===== src/rtl/pmod_led_pkg.sv =====
// pmod_led_pkg: state encoding, phase counts and bit-order helper for the LED bus serializer.
// LED_SER_MSB_FIRST_EN selects MSB-first bit order in bit_at(); default is LSB first.
package pmod_led_pkg;

   typedef enum logic [2:0] {
      IDLE,
      START,
      BITLO,
      BITHI,
      HOLD,
      STOP
   } state_t;

   localparam int START_PHASES = 2;
   localparam int BIT_PHASES   = 16;
   localparam int STOP_PHASES  = 3;
   localparam int BYTE_BITS    = BIT_PHASES / 2;

   // Wire-order bit n of a byte.
   function automatic logic bit_at(input logic [7:0] d, input logic [2:0] n);
`ifdef LED_SER_MSB_FIRST_EN
      return d[3'd7 - n];
`else
      return d[n];
`endif
   endfunction

endpackage


===== src/rtl/led_ser_tick.sv =====
// led_ser_tick: divides CLK into bus phases of CLK_DIV clocks.
// tick is high on the last clock of each phase; restart begins a new phase.
module led_ser_tick #(
   parameter int CLK_DIV = 12
) (
   input  logic clk,
   input  logic rst_n,
   input  logic restart,
   output logic tick
);

   localparam int W = $clog2(CLK_DIV);
   localparam logic [W-1:0] LAST = W'(CLK_DIV - 1);

   logic [W-1:0] cnt;

   // Phase counter, wrapping every CLK_DIV clocks or on restart.
   always_ff @(posedge clk or negedge rst_n) begin
      if (!rst_n) begin
         cnt <= '0;
      end else if (restart || cnt == LAST) begin
         cnt <= '0;
      end else begin
         cnt <= cnt + W'(1);
      end
   end

   assign tick = (cnt == LAST);

endmodule


===== src/rtl/led_serial_tx.sv =====
// led_serial_tx: byte serializer for the two-wire LED driver bus with start/stop framing.
// Bit order is LSB first unless LED_SER_MSB_FIRST_EN is defined.
module led_serial_tx
   import pmod_led_pkg::*;
#(
   parameter int CLK_DIV      = 12,
   parameter int HOLD_TIMEOUT = 4096
) (
   input  logic       CLK,
   input  logic       RST_N,
   input  logic       i_valid,
   input  logic [7:0] i_data,
   input  logic       i_last,
   output logic       o_sclk,
   output logic       o_sdat,
   output logic       o_busy,
   output logic       o_drop
);

   localparam int HW = (HOLD_TIMEOUT > 0) ? $clog2(HOLD_TIMEOUT + 1) : 1;
   localparam logic [HW-1:0] HOLD_LAST =
      HW'((HOLD_TIMEOUT > 0) ? HOLD_TIMEOUT - 1 : 0);

   state_t        state;
   logic [7:0]    data_q;
   logic          last_q;
   logic [2:0]    bit_idx;
   logic [1:0]    step;
   logic [HW-1:0] hcnt;
   logic          accept;
   logic          timeout;
   logic          restart;
   logic          tick;

   assign accept  = i_valid && !o_busy;
   assign timeout = (HOLD_TIMEOUT != 0) && (state == HOLD) && (hcnt == HOLD_LAST);
   assign restart = accept || timeout;

   led_ser_tick #(
      .CLK_DIV(CLK_DIV)
   ) u_tick (
      .clk    (CLK),
      .rst_n  (RST_N),
      .restart(restart),
      .tick   (tick)
   );

   // Framing FSM with registered bus outputs; an accepted byte beats a hold timeout.
   always_ff @(posedge CLK or negedge RST_N) begin
      if (!RST_N) begin
         state   <= IDLE;
         data_q  <= '0;
         last_q  <= 1'b0;
         bit_idx <= '0;
         step    <= '0;
         hcnt    <= '0;
         o_sclk  <= 1'b1;
         o_sdat  <= 1'b1;
         o_busy  <= 1'b0;
         o_drop  <= 1'b0;
      end else begin
         o_drop <= i_valid && o_busy;
         if (accept) begin
            data_q  <= i_data;
            last_q  <= i_last;
            bit_idx <= '0;
            step    <= '0;
            o_busy  <= 1'b1;
            if (state == HOLD) begin
               state  <= BITLO;
               o_sclk <= 1'b0;
               o_sdat <= bit_at(i_data, 3'd0);
            end else begin
               state  <= START;
               o_sclk <= 1'b1;
               o_sdat <= 1'b0;
            end
         end else if (timeout) begin
            state  <= STOP;
            step   <= '0;
            o_busy <= 1'b1;
            o_sclk <= 1'b0;
            o_sdat <= 1'b0;
         end else if (state == HOLD) begin
            hcnt <= hcnt + HW'(1);
         end else if (tick) begin
            unique case (state)
               START: begin
                  if (step == 2'(START_PHASES - 1)) begin
                     state  <= BITLO;
                     o_sclk <= 1'b0;
                     o_sdat <= bit_at(data_q, 3'd0);
                  end else begin
                     step   <= step + 2'd1;
                     o_sclk <= 1'b0;
                     o_sdat <= 1'b0;
                  end
               end
               BITLO: begin
                  state  <= BITHI;
                  o_sclk <= 1'b1;
               end
               BITHI: begin
                  o_sclk <= 1'b0;
                  if (bit_idx == 3'(BYTE_BITS - 1)) begin
                     o_sdat <= 1'b0;
                     step   <= '0;
                     if (last_q) begin
                        state <= STOP;
                     end else begin
                        state  <= HOLD;
                        hcnt   <= '0;
                        o_busy <= 1'b0;
                     end
                  end else begin
                     state   <= BITLO;
                     bit_idx <= bit_idx + 3'd1;
                     o_sdat  <= bit_at(data_q, bit_idx + 3'd1);
                  end
               end
               STOP: begin
                  if (step == 2'(STOP_PHASES - 1)) begin
                     state  <= IDLE;
                     o_busy <= 1'b0;
                  end else begin
                     step   <= step + 2'd1;
                     o_sclk <= 1'b1;
                     o_sdat <= (step == 2'(STOP_PHASES - 2));
                  end
               end
               default: begin
               end
            endcase
         end
      end
   end

endmodule

===== config.mk =====
export PLATFORM = sky130hd
export DESIGN_NAME = led_serial_tx
export DESIGN_NICKNAME = d
export VERILOG_FILES = /design/src/rtl/pmod_led_pkg.sv /design/src/rtl/led_ser_tick.sv /design/src/rtl/led_serial_tx.sv
export SDC_FILE = /design/constraint.sdc
export NUM_CORES = 1
export LEC_CHECK = 0
export CAP_MARGIN = 20
export CORE_ASPECT_RATIO = 1.1
export CORE_MARGIN = 5
export CORE_UTILIZATION = 40
export CTS_CLUSTER_DIAMETER = 150
export DETAILED_ROUTE_END_ITERATION = 16
export PLACE_DENSITY = 0.62
export SETUP_SLACK_MARGIN = 0.4
export SYNTH_ARGS = -nofsm -noshare
export SYNTH_HDL_FRONTEND = slang
export SYNTH_SLANG_ARGS = --single-unit

===== constraint.sdc =====
create_clock -name CLK -period 2.5 [get_ports CLK]
set_input_delay 0.75 -clock CLK [delete_from_list [all_inputs] [get_ports CLK]]
set_output_delay 0.75 -clock CLK [all_outputs]
set_load 0.02 [all_outputs]

Word level (Yosys, flattened, before mapping)
Index checks and enable logic that the tools add are counted.
Widths: inputs -> output; s select.

word-level totals
  bits in registers = 38
  logic and storage cells = 119

cells by class
  $add $sub $neg = 4
  magnitude comparators = 1
  eq/ne operators = 21
  multiplexer cells = 56
  bitwise operators = 2
  reductions and logical operators = 24

operators by type and width
  kind                   count
  $mux 13                5
  $mux 3                 13
  $ne 4x4->1 const B     6
  $mux 1                 23
  $reduce_and 6->1       3
  $mux 2                 8
  $add 13x1->13 const B  1
  $eq 13x12->1 const B   1
  $pmux 3 s4             1
  $reduce_and 5->1       2
  $reduce_bool 2->1      5
  $reduce_bool 5->1      2
  $eq 3x3->1 const B     3
  $reduce_and 4->1       2
  $eq 3x2->1 const B     2
  $ne 2x2->1 const B     3
  $pmux 1 s3             2
  $pmux 2 s3             1
  $reduce_bool 6->1      1
  $add 4x1->4 const B    1
  $eq 4x4->1 const B     1
  $lt 3x4->1 const B     1
  $mux 4                 1
  $reduce_bool 4->1      1
  other kinds (15)       19

Logic depth before layout (Yosys ltp)
  depth in word-level cells = 9
  mapped depth = 7

Hierarchy
From an unflattened synthesis, not the netlist that was laid out.

unflattened totals
  cell total of the unflattened synthesis = 240
  area total of the unflattened synthesis = 2268.4 µm²

modules (own cells, without submodules)
  module         instances  cells an instance  area an instance (µm²)
  led_serial_tx  1          223                2085.8
  led_ser_tick   1          17                 182.7

Worst setup path before layout
OpenSTA, ideal clock, no wires.

  kind = register to register
  start point = reg bit_idx[0]
  end point = reg hcnt[9]
  setup time = 0.078 ns
  data arrival time = 2.164 ns
  data required time = 2.422 ns
  slack = 0.259 ns
  stages on the path, launching flop included = 8
  period minus slack after synthesis = 2.241 ns
  path through = dfrtp_1 > ha_1 > ha_1 > and4bb_2 > a31oi_2 > a2111o_1 > or4_1 > a21oi_1

between the ends
  longest elaborated chain between the ends = 3

ends and longest elaborated chain
  item                         RTL line              source
  from (decl)                  led_serial_tx.sv:27   logic [2:0] bit_idx;
  from (signal assigned)       led_serial_tx.sv:117  bit_idx <= bit_idx + 3'd1;
  $eq 3x3->1                   led_serial_tx.sv:105  if (bit_idx == 3'(BYTE_BITS - 1)) begin
  $reduce_bool 2->1 (no line)  --
  $reduce_and 6->1 (no line)   --
  to (signal assigned)         led_serial_tx.sv:85   hcnt <= hcnt + HW'(1);
  to (decl)                    led_serial_tx.sv:29   logic [HW-1:0] hcnt;

No other way between the ends.
A chain may end at the register's enable or synchronous reset.

Worst setup path in the final report
  start point = reg bit_idx[1]
  end point = reg hcnt[5]

The elaborated chain is that of the path after synthesis.

==> qor.yml <==
run_status:
  status: "completed"
floorplan:
  initial_core_util_pct: 41.2
  fp.dieW_um: 78.4
  io_pins: 16
  die_y_um: 85.2
  rows: 27
  dieArea_um2: 6680
  core-area_um2: 5000
placed_design:
  dp_hpwl_mm: 3.19
  place.gp.congestion: 0.815
  port_buffers: 15
  pre_cts_ws_ns: 0.107
logic_synthesis:
  ys_seq_area_share_pct: 46.3
  synth-edff-count: 0
  synthTopCellsByCount: "nand2_1, dfrtp_1, a21oi_1, nor2_1, nand3_1"
  yosys.area.top_type: "dfrtp_1"
  mappedNetlistNets: 242
  syn_area_um2: 2060
  synth-seq-cells: 38
  syn_avg_cell_area_um2: 9.19
  yosysUniqueCellTypes: 45
  synth_top_area_share_pct: 43.8
  ys_top_cells_by_area: "dfrtp_1, nand2_1, a21oi_1"
  ys.flop_type: "dfrtp_1"
  yosysMostFrequentCell: "nand2_1"
  netlist_instances: 224
  async_reset_ff_share_pct: 100
  ys_warn_count: 0
routing:
  vias: 1711
  drtIter0Drc: 116
  firstDrtPassIters: 4
  routed_via_density: 5.41
  drtAntennaViolNets: 0
  drt-total-wl_mm: 4.53
  drc: 0
  avgRoutedWirePerCell_um: 14.3
timing:
  setup_viol: 0
  grt_setup_unrepaired: "yes"
  hold_viol_final: 0
  layout_setup_ws_ns: 0.354
  maxSlewHeadroom_pct: 62.6
  worst-slew-pin-transition_ns: 0.556
  layout_min_cycle_time_ns: 2.15
  post-route-period-util_pct: 85.8
  timing.fmax_mhz: 466
  finalClockSkew_ns: 0.0117
  tns_ns: 0
  maxSlewViolCount: 0
grt:
  grt_pass1_wl_mm: 7.51
  track_usage_pct: 14.0
  antenna_found_initial: 0
  grt_pass1_vias: 1581
  grt_overflow_total: 0
  grt_max_degree: 39
clocking:
  path_clk_slew_ns: 0.08
  clock_tree.root_cell: "clkbuf_8"
  postCtsHoldBufs: 0
  insertion_delay_ns: 0.29
  cts_made_buffers: 5
  cts_num_sinks: 38
  cts_buffer_depth: 2
  cts_tree: "yes"
  htreeDepth: 2
finish:
  fillCellCount: 480
  nNetsFinal: 275
  area_growth_pct: 23.2
  diodes: 0
  drive_above_1_share_pct: 17.1
min_path:
  hold_class: "reg -> reg"
  holdPathStages: 1
critical_path:
  r2r_cells: 8
  worst_ep_arrival_time_ns: 2.37
  cp-end-kind: "register"
  critPathKind: "reg -> reg"
  cp.required_ns: 2.72
  worst_setup_path_start_kind: "register"
  worstPathMaxFanout: 5
power:
  ir_drop_uv: 472
  power_density_nw_per_um2: 958
  total_power_mw: 2.43
  leakage_nw: 1.10
job:
  drv_cap: 0
==> power breakdown <==
group | leakage (nW) | switching, mW | total, mW | internal, mW
registers | 0.466 | 0.154 | 0.987 | 0.832
clock network | 0.0395 | 0.208 | 0.406 | 0.198
logic | 0.595 | 0.536 | 1.04 | 0.500
==> final cells by class <==
class / instances / area [um^2] / area share, %
clock buffer: 8 / 80.1 / 3.16
inverter: 5 / 18.8 / 0.740
multi-input combinational: 172 / 1110 / 44.0
sequential: 38 / 953 / 37.6
tap: 58 / 72.6 / 2.86
timing repair buffer: 35 / 297 / 11.7
==> placed cells by master, fill, tap and decap left out, drive strengths merged, types with 6 or more instances in the layout <==
master,netlist,routed
ha,6,6
buf,3,21
nand2b,6,6
clkdlybuf4s50,0,12
nand3,11,11
nand2,43,43
a21oi,17,17
clkbuf,6,8
dfrtp,36,36
o21ai,11,11
nor2,17,17
==> cell families after synthesis <==
kind of cell / synth area share (%)
AND/OR/NAND/NOR: 25.5
buffers and inverters: 2.61
adder cells (fa/ha/maj): 3.65
AO/OA/AOI/OAI: 14.3
multiplexers: 4.62
XOR/XNOR: 2.98
flip-flops: 46.3
==> metrics by stage <==
step	util [%]	hold WS, ns	instances	area (um^2)
2_1_floorplan	-	0.432	224	2070
3_3_place_gp	47.1	0.454	301	2350
3_5_place_dp	47.1	0.463	301	2350
4_1_cts	49.5	0.474	314	2480
5_1_grt	50.7	0.511	316	2540
6_report	50.7	0.470	316	2540
==> flip-flops by register name (all words and copies together), names as in the netlist <==
name / cells
u_tick.cnt: 4
last_q: 1
hcnt: 13
step: 2
o_sdat: 1
bit_idx: 3
o_busy: 1
o_sclk: 1
o_drop: 1
data_q: 8
state: 3
==> path summary, 6_finish.rpt <==
kind | startpoint | end | slack (ns)
max in group asynchronous | RST_N | o_sclk | 1.62
min in group asynchronous | RST_N | hcnt[7] | 0.51
worst min-delay path | u_tick.cnt[0] | u_tick.cnt[0] | 0.47
worst max-delay path | bit_idx[1] | hcnt[5] | 0.35
worst max register to register | bit_idx[1] | hcnt[5] | 0.35
worst min register to register | u_tick.cnt[0] | u_tick.cnt[0] | 0.47
==> worst max-delay path, cell delays in order, from the launching register on <==
cell and delay, ns:
dfrtp_1 0.36, ha_2 0.20, ha_4 0.14, and4bb_2 0.27, a31oi_4 0.09, a2111o_1 0.43, buf_4 0.16, or3_1 0.31
a21oi_2 0.12
==> per-layer routing <==
metal / GRT usage, % / share of wire (%)
met1: 19.5 / 49
met5: 0 / 0
met4: 4.45 / 0.26
met2: 22.2 / 48
met3: 2.23 / 3.4
==> what timing repair did <==
item	in CTS	in global routing
buffers inserted	5	2
endpoints found under the setup margin	6	14
pin swaps	6	5
gates resized for setup	3	10
No activity file was read; power rests on OpenSTA's default activity.
